`src/rtl/key_scan_enc.sv`:
```
// Debounced five-button scanner driving a one-hot KEY bus with UP/DOWN auto-repeat
// and a one-cycle KEY_EVT strobe on every 00 -> code transition.
module key_scan_enc #(
  parameter int DEBOUNCE_CYC  = 1000000,
  parameter int REPEAT_DELAY  = 25000000,
  parameter int REPEAT_PERIOD = 5000000,
  parameter int GAP_CYC       = 2,
  parameter int REPEAT_EN     = 1,
  parameter int CNT_W         = 25
) (
  input  logic       CLK,
  input  logic       RESETN,
  input  logic [4:0] BTN,
  output logic [7:0] KEY,
  output logic       KEY_EVT
);

  typedef enum logic [2:0] {
    IDLE,
    DB_PRESS,
    PRESSED,
    GAP,
    DB_RELEASE
  } state_t;

  // Each threshold is compared one below its count, since the counter starts at 0
  // on the edge that enters the state.
  localparam logic [CNT_W-1:0] DB_LAST     = CNT_W'(DEBOUNCE_CYC - 1);
  localparam logic [CNT_W-1:0] RPT_DLY_LAST = CNT_W'(REPEAT_DELAY - 1);
  localparam logic [CNT_W-1:0] RPT_PER_LAST = CNT_W'(REPEAT_PERIOD - 1);
  localparam logic [CNT_W-1:0] GAP_LAST    = CNT_W'(GAP_CYC - 1);

  function automatic logic [CNT_W-1:0] sat_inc(input logic [CNT_W-1:0] v);
    sat_inc = (v == {CNT_W{1'b1}}) ? v : v + 1'b1;
  endfunction

  function automatic logic is_onehot(input logic [4:0] v);
    is_onehot = (v != 5'd0) && ((v & (v - 5'd1)) == 5'd0);
  endfunction

  function automatic logic [2:0] onehot_idx(input logic [4:0] v);
    onehot_idx = 3'd0;
    for (int i = 0; i < 5; i++) begin
      if (v[i]) onehot_idx = 3'(i);
    end
  endfunction

  logic [4:0]       btn_p0, btn_p1;
  state_t           state, state_nx;
  logic [CNT_W-1:0] cnt, cnt_nx;
  logic [2:0]       cand, cand_nx;
  logic             rep_phase, rep_phase_nx;
  logic [7:0]       key_nx;
  logic             evt_nx;
  logic [4:0]       cand_hot;
  logic [7:0]       cand_code;
  logic             rep_key;
  logic [CNT_W-1:0] rep_last;

  assign cand_hot  = 5'b00001 << cand;
  assign cand_code = {cand_hot, 3'b000};
  assign rep_key   = (REPEAT_EN != 0) && (cand <= 3'd1);
  assign rep_last  = rep_phase ? RPT_PER_LAST : RPT_DLY_LAST;

  always_comb begin
    state_nx     = state;
    cnt_nx       = sat_inc(cnt);
    cand_nx      = cand;
    rep_phase_nx = rep_phase;
    key_nx       = KEY;
    evt_nx       = 1'b0;
    case (state)
      IDLE: begin
        cnt_nx = '0;
        if (is_onehot(btn_p1)) begin
          cand_nx      = onehot_idx(btn_p1);
          rep_phase_nx = 1'b0;
          state_nx     = DB_PRESS;
        end
      end
      DB_PRESS: begin
        if (btn_p1 != cand_hot) begin
          state_nx = IDLE;
          cnt_nx   = '0;
        end else if (cnt == DB_LAST) begin
          state_nx = PRESSED;
          cnt_nx   = '0;
          key_nx   = cand_code;
          evt_nx   = 1'b1;
        end
      end
      PRESSED: begin
        if (btn_p1 != cand_hot) begin
          state_nx = DB_RELEASE;
          cnt_nx   = '0;
        end else if (rep_key && (cnt == rep_last)) begin
          state_nx     = GAP;
          cnt_nx       = '0;
          key_nx       = 8'h00;
          rep_phase_nx = 1'b1;
        end
      end
      GAP: begin
        if (cnt == GAP_LAST) begin
          cnt_nx = '0;
          if (btn_p1 == cand_hot) begin
            state_nx = PRESSED;
            key_nx   = cand_code;
            evt_nx   = 1'b1;
          end else begin
            state_nx = DB_RELEASE;
          end
        end
      end
      DB_RELEASE: begin
        // A bounce back to the held key resumes it silently; anything else
        // restarts the release debounce until every button is up.
        if (btn_p1 == 5'd0) begin
          if (cnt == DB_LAST) begin
            state_nx = IDLE;
            cnt_nx   = '0;
            key_nx   = 8'h00;
          end
        end else if ((btn_p1 == cand_hot) && (KEY != 8'h00)) begin
          state_nx = PRESSED;
          cnt_nx   = '0;
        end else begin
          cnt_nx = '0;
        end
      end
      default: begin
        state_nx = IDLE;
        cnt_nx   = '0;
        key_nx   = 8'h00;
      end
    endcase
  end

  always_ff @(posedge CLK) begin
    if (!RESETN) begin
      btn_p0    <= 5'd0;
      btn_p1    <= 5'd0;
      state     <= IDLE;
      cnt       <= '0;
      cand      <= 3'd0;
      rep_phase <= 1'b0;
      KEY       <= 8'h00;
      KEY_EVT   <= 1'b0;
    end else begin
      btn_p0    <= BTN;
      btn_p1    <= btn_p0;
      state     <= state_nx;
      cnt       <= cnt_nx;
      cand      <= cand_nx;
      rep_phase <= rep_phase_nx;
      KEY       <= key_nx;
      KEY_EVT   <= evt_nx;
    end
  end

endmodule

```
`config.mk`:
```
export PLATFORM = sky130hd
export DESIGN_NAME = key_scan_enc
export DESIGN_NICKNAME = d
export VERILOG_FILES = /design/src/rtl/key_scan_enc.sv
export SDC_FILE = /design/constraint.sdc
export NUM_CORES = 1
export LEC_CHECK = 0
export CORE_MARGIN = 2
export CORE_UTILIZATION = 61
export CTS_BUF_LIST = sky130_fd_sc_hd__clkbuf_8
export CTS_CLUSTER_SIZE = 24
export DETAILED_ROUTE_END_ITERATION = 8
export PLACE_DENSITY_LB_ADDON = 0.05
export SETUP_SLACK_MARGIN = 0.5
export SLEW_MARGIN = 25
export SYNTH_ARGS = -nofsm -noshare
export SYNTH_HDL_FRONTEND = slang
export SYNTH_SLANG_ARGS = --single-unit
```
`constraint.sdc`:
```
create_clock -name CLK -period 3.36 [get_ports CLK]
set_input_delay 0.672 -clock CLK [delete_from_list [all_inputs] [get_ports CLK]]
set_output_delay 0.672 -clock CLK [all_outputs]
set_load 0.02 [all_outputs]
```
==> results.py <==
metrics = {
    "cells_and_area": {
        "layout_common_cells": "nor2_1, dfxtp_1, nand2_1",
        "drive_gt1_frac": 0.0710,
        "areaGrowthSynthToFinish_pct": 8.35,
        "final_nets": 318,
        "final_common_cell": "nor2_1",
        "antennaDiodeCount": 0,
    },
    "floorplanning": {
        "die_x_um": 69.2,
        "core-area_sq_um": 4060,
        "die_area_sq_um": 4790,
        "start_util": 0.639,
        "die_h_um": 69.2,
        "io-pin-count": 16,
        "rows": 23,
    },
    "worst_hold_path": {
        "holdCritPathClass": "flop to flop",
    },
    "drt": {
        "final_antenna_net_count": 0,
        "drt_iter0_drc": 191,
        "drc": 0,
        "firstDrtPassIters": 5,
        "avgRoutedWirePerCell_um": 14.8,
        "via_per_inst": 6.06,
        "vias": 2180,
        "wirelength_um": 5320,
    },
    "critical_path": {
        "crit_fanout": 12,
        "reg2reg_slack_ns": 0.64,
        "path_class": "flop to flop",
        "cp-end-kind": "flop",
        "crit_path_start": "cnt[24]",
        "rr_worst_depth": 6,
        "critical_path.slowest_cell": "o2111ai_2",
        "crit_buf_inv": 0,
        "endpoint": "cnt[24]",
        "rr_startpoint": "cnt[24]",
        "start_kind": "flop",
        "cp_num_cells": 6,
        "path_delay_family": "simple AND/OR/NAND/NOR gates",
        "path_cells": "or4_4 -> or4_4 -> o211ai_2 -> a21bo_2 -> o2111ai_2 -> nor2_1",
        "r2r_end": "cnt[24]",
        "crit_top_cell": "or4_4",
        "cpPeakStageDelay_ns": 0.55,
        "worstPathArrival_ns": 2.90,
        "required_ns": 3.54,
    },
    "status": {
        "status": "finished, final reports clean",
    },
    "sta": {
        "holdWs_ns": 0.436,
        "slew-limit-headroom": 0.543,
        "period_needed_ns": 2.72,
        "rsz0062_at_grt": "true",
        "hold_violations": 0,
        "finClkSkew_ns": 0.00499,
        "setup-tns-final_ns": 0,
        "worstMarginPinSlew_ns": 0.684,
        "max_freq_mhz": 367,
        "period_share": 0.810,
        "drv_slew": 0,
        "finalSetupViolCount": 0,
    },
    "clock_network": {
        "htree_num_levels": 2,
        "cts_sinks": 48,
        "holdBufCountCts": 0,
        "clk_pin_slew_ns": 0.09,
        "worstSkewPairLatency_ns": 0.31,
        "cts_tree": "done",
        "cts_inserted_buffers": 5,
        "post_cts.repair.setup_buffers": 0,
        "cts_buffer_depth": 2,
        "ctsResizeCount": 0,
        "cts_root_buf": "clkbuf_8",
    },
    "yosys": {
        "netlist_top_cells_area": "dfxtp_1, nor2_1, xor2_1",
        "synth_cell_type_count": 55,
        "synth_top_area_share": 0.370,
        "yosysTopAreaCell": "dfxtp_1",
        "ys_ff_latch": 48,
        "netlist_instances": 303,
        "async_reset_ff_frac": 0,
        "yosys_most_used_dff": "dfxtp_1",
        "ys_seq_area_frac": 0.370,
        "yosys_warnings": 0,
        "synth_edf_count": 0,
        "syn_area_sq_um": 2590,
        "avgSynthCellArea_sq_um": 8.56,
    },
    "placement": {
        "place_congestion": 0.957,
        "detailed_place_hpwl_um": 3740,
        "placement.io_buffers": 12,
    },
    "grt": {
        "grt_pass1_wl_um": 9030,
        "grt_max_degree": 26,
        "globalRouteMet3Util": 0.0552,
        "grt-busiest-layer": "met1",
        "grt_use_total": 0.227,
        "grt_pass1_vias": 1925,
        "overflow": 0,
        "antenna_found_initial": 0,
        "use_met2": 0.327,
        "grt_use_met1": 0.328,
    },
    "job": {
        "maxCapViolCount": 0,
    },
    "power_and_ir_drop": {
        "p_leak_nw": 0.964,
        "p_per_area_nw_per_um2": 455,
        "ir_drop_mv": 0.340,
    },
}
==> logic make-up after synthesis <==
| logic type | Yosys count | share of synthesized area |
|---|---|---|
| other | 1 | 0.00145 |
| DFF | 48 | 0.370 |
| and+or+nand+nor | 163 | 0.334 |
| AOI/OAI and AO/OA | 35 | 0.125 |
| buffers and inverters | 20 | 0.0391 |
| xor gates and xnor gates | 24 | 0.0810 |
| muxes | 10 | 0.0386 |
| adders and majority gates | 2 | 0.00965 |
==> final cells by class <==
type | count | area (sq um)
fill | 344 | 1250
clock buffer | 5 | 68.8
inverter | 3 | 11.3
multi-input combinational | 238 | 1550
timing repair buffer | 13 | 128
clock inverter | 3 | 25.0
sequential | 48 | 961
tap | 50 | 62.6
==> cell usage after synthesis, types with 3 or more instances <==
cell	number
a21oi_1	3
a31oi_1	3
and2_1	11
and3_1	4
and4_1	6
buf_4	3
clkbuf_1	12
dfxtp_1	48
inv_1	3
mux2i_1	10
nand2_1	22
nand3_1	15
nand3b_1	4
nand4_1	11
nor2_1	50
nor2b_1	8
nor3_1	6
nor4_1	8
nor4b_1	3
o21ai_0	6
xnor2_1	7
xor2_1	17
==> stage by stage <==
stage / setup slack [ns] / total power, mW / instance area, sq um / util / instances
2_1_floorplan: 0.969 / 0.868 / 2600 / - / 305
3_3_place_gp: 0.677 / 0.910 / 2700 / 0.666 / 351
3_5_place_dp: 0.599 / 0.914 / 2700 / 0.666 / 351
4_1_cts: 0.583 / 1.28 / 2800 / 0.689 / 359
5_1_grt: 0.495 / 1.35 / 2810 / 0.693 / 360
6_report: 0.637 / 1.28 / 2810 / 0.693 / 360
==> worst min-delay path by stage <==
stage	from	end	slack [ns]	depth (start not counted)
2_1_floorplan	btn_p0[1]	btn_p1[1]	0.41	1
3_3_place_gp	btn_p0[1]	btn_p1[1]	0.41	1
3_5_place_dp	btn_p0[1]	btn_p1[1]	0.42	1
4_1_cts	btn_p0[1]	btn_p1[1]	0.44	1
5_1_grt	btn_p0[1]	btn_p1[1]	0.46	1
6_report	btn_p0[1]	btn_p1[1]	0.44	1
==> power by group <==
| part | switching [mW] | total, mW | internal, mW | leakage, nW |
|---|---|---|---|---|
| clock | 0.211 | 0.363 | 0.152 | 0.0452 |
| combinational | 0.154 | 0.270 | 0.116 | 0.529 |
| sequential | 0.0531 | 0.645 | 0.592 | 0.389 |
| total | 0.419 | 1.28 | 0.859 | 0.964 |
==> metal layers <==
layer | share of wire | routed length [um]
met1 | 0.49 | 2620
met2 | 0.43 | 2280
met3 | 0.063 | 333
met4 | 0.014 | 74
met5 | 0 | 0
==> sequential cells by signal, summed over array words and instances, names as in the netlist <==
| name | flops |
|---|---|
| btn_p1 | 5 |
| state | 3 |
| rep_phase | 1 |
| btn_p0 | 5 |
| KEY_EVT | 1 |
| cand | 3 |
| cnt | 25 |
| KEY | 5 |
Power figures use the tool's default switching activity.
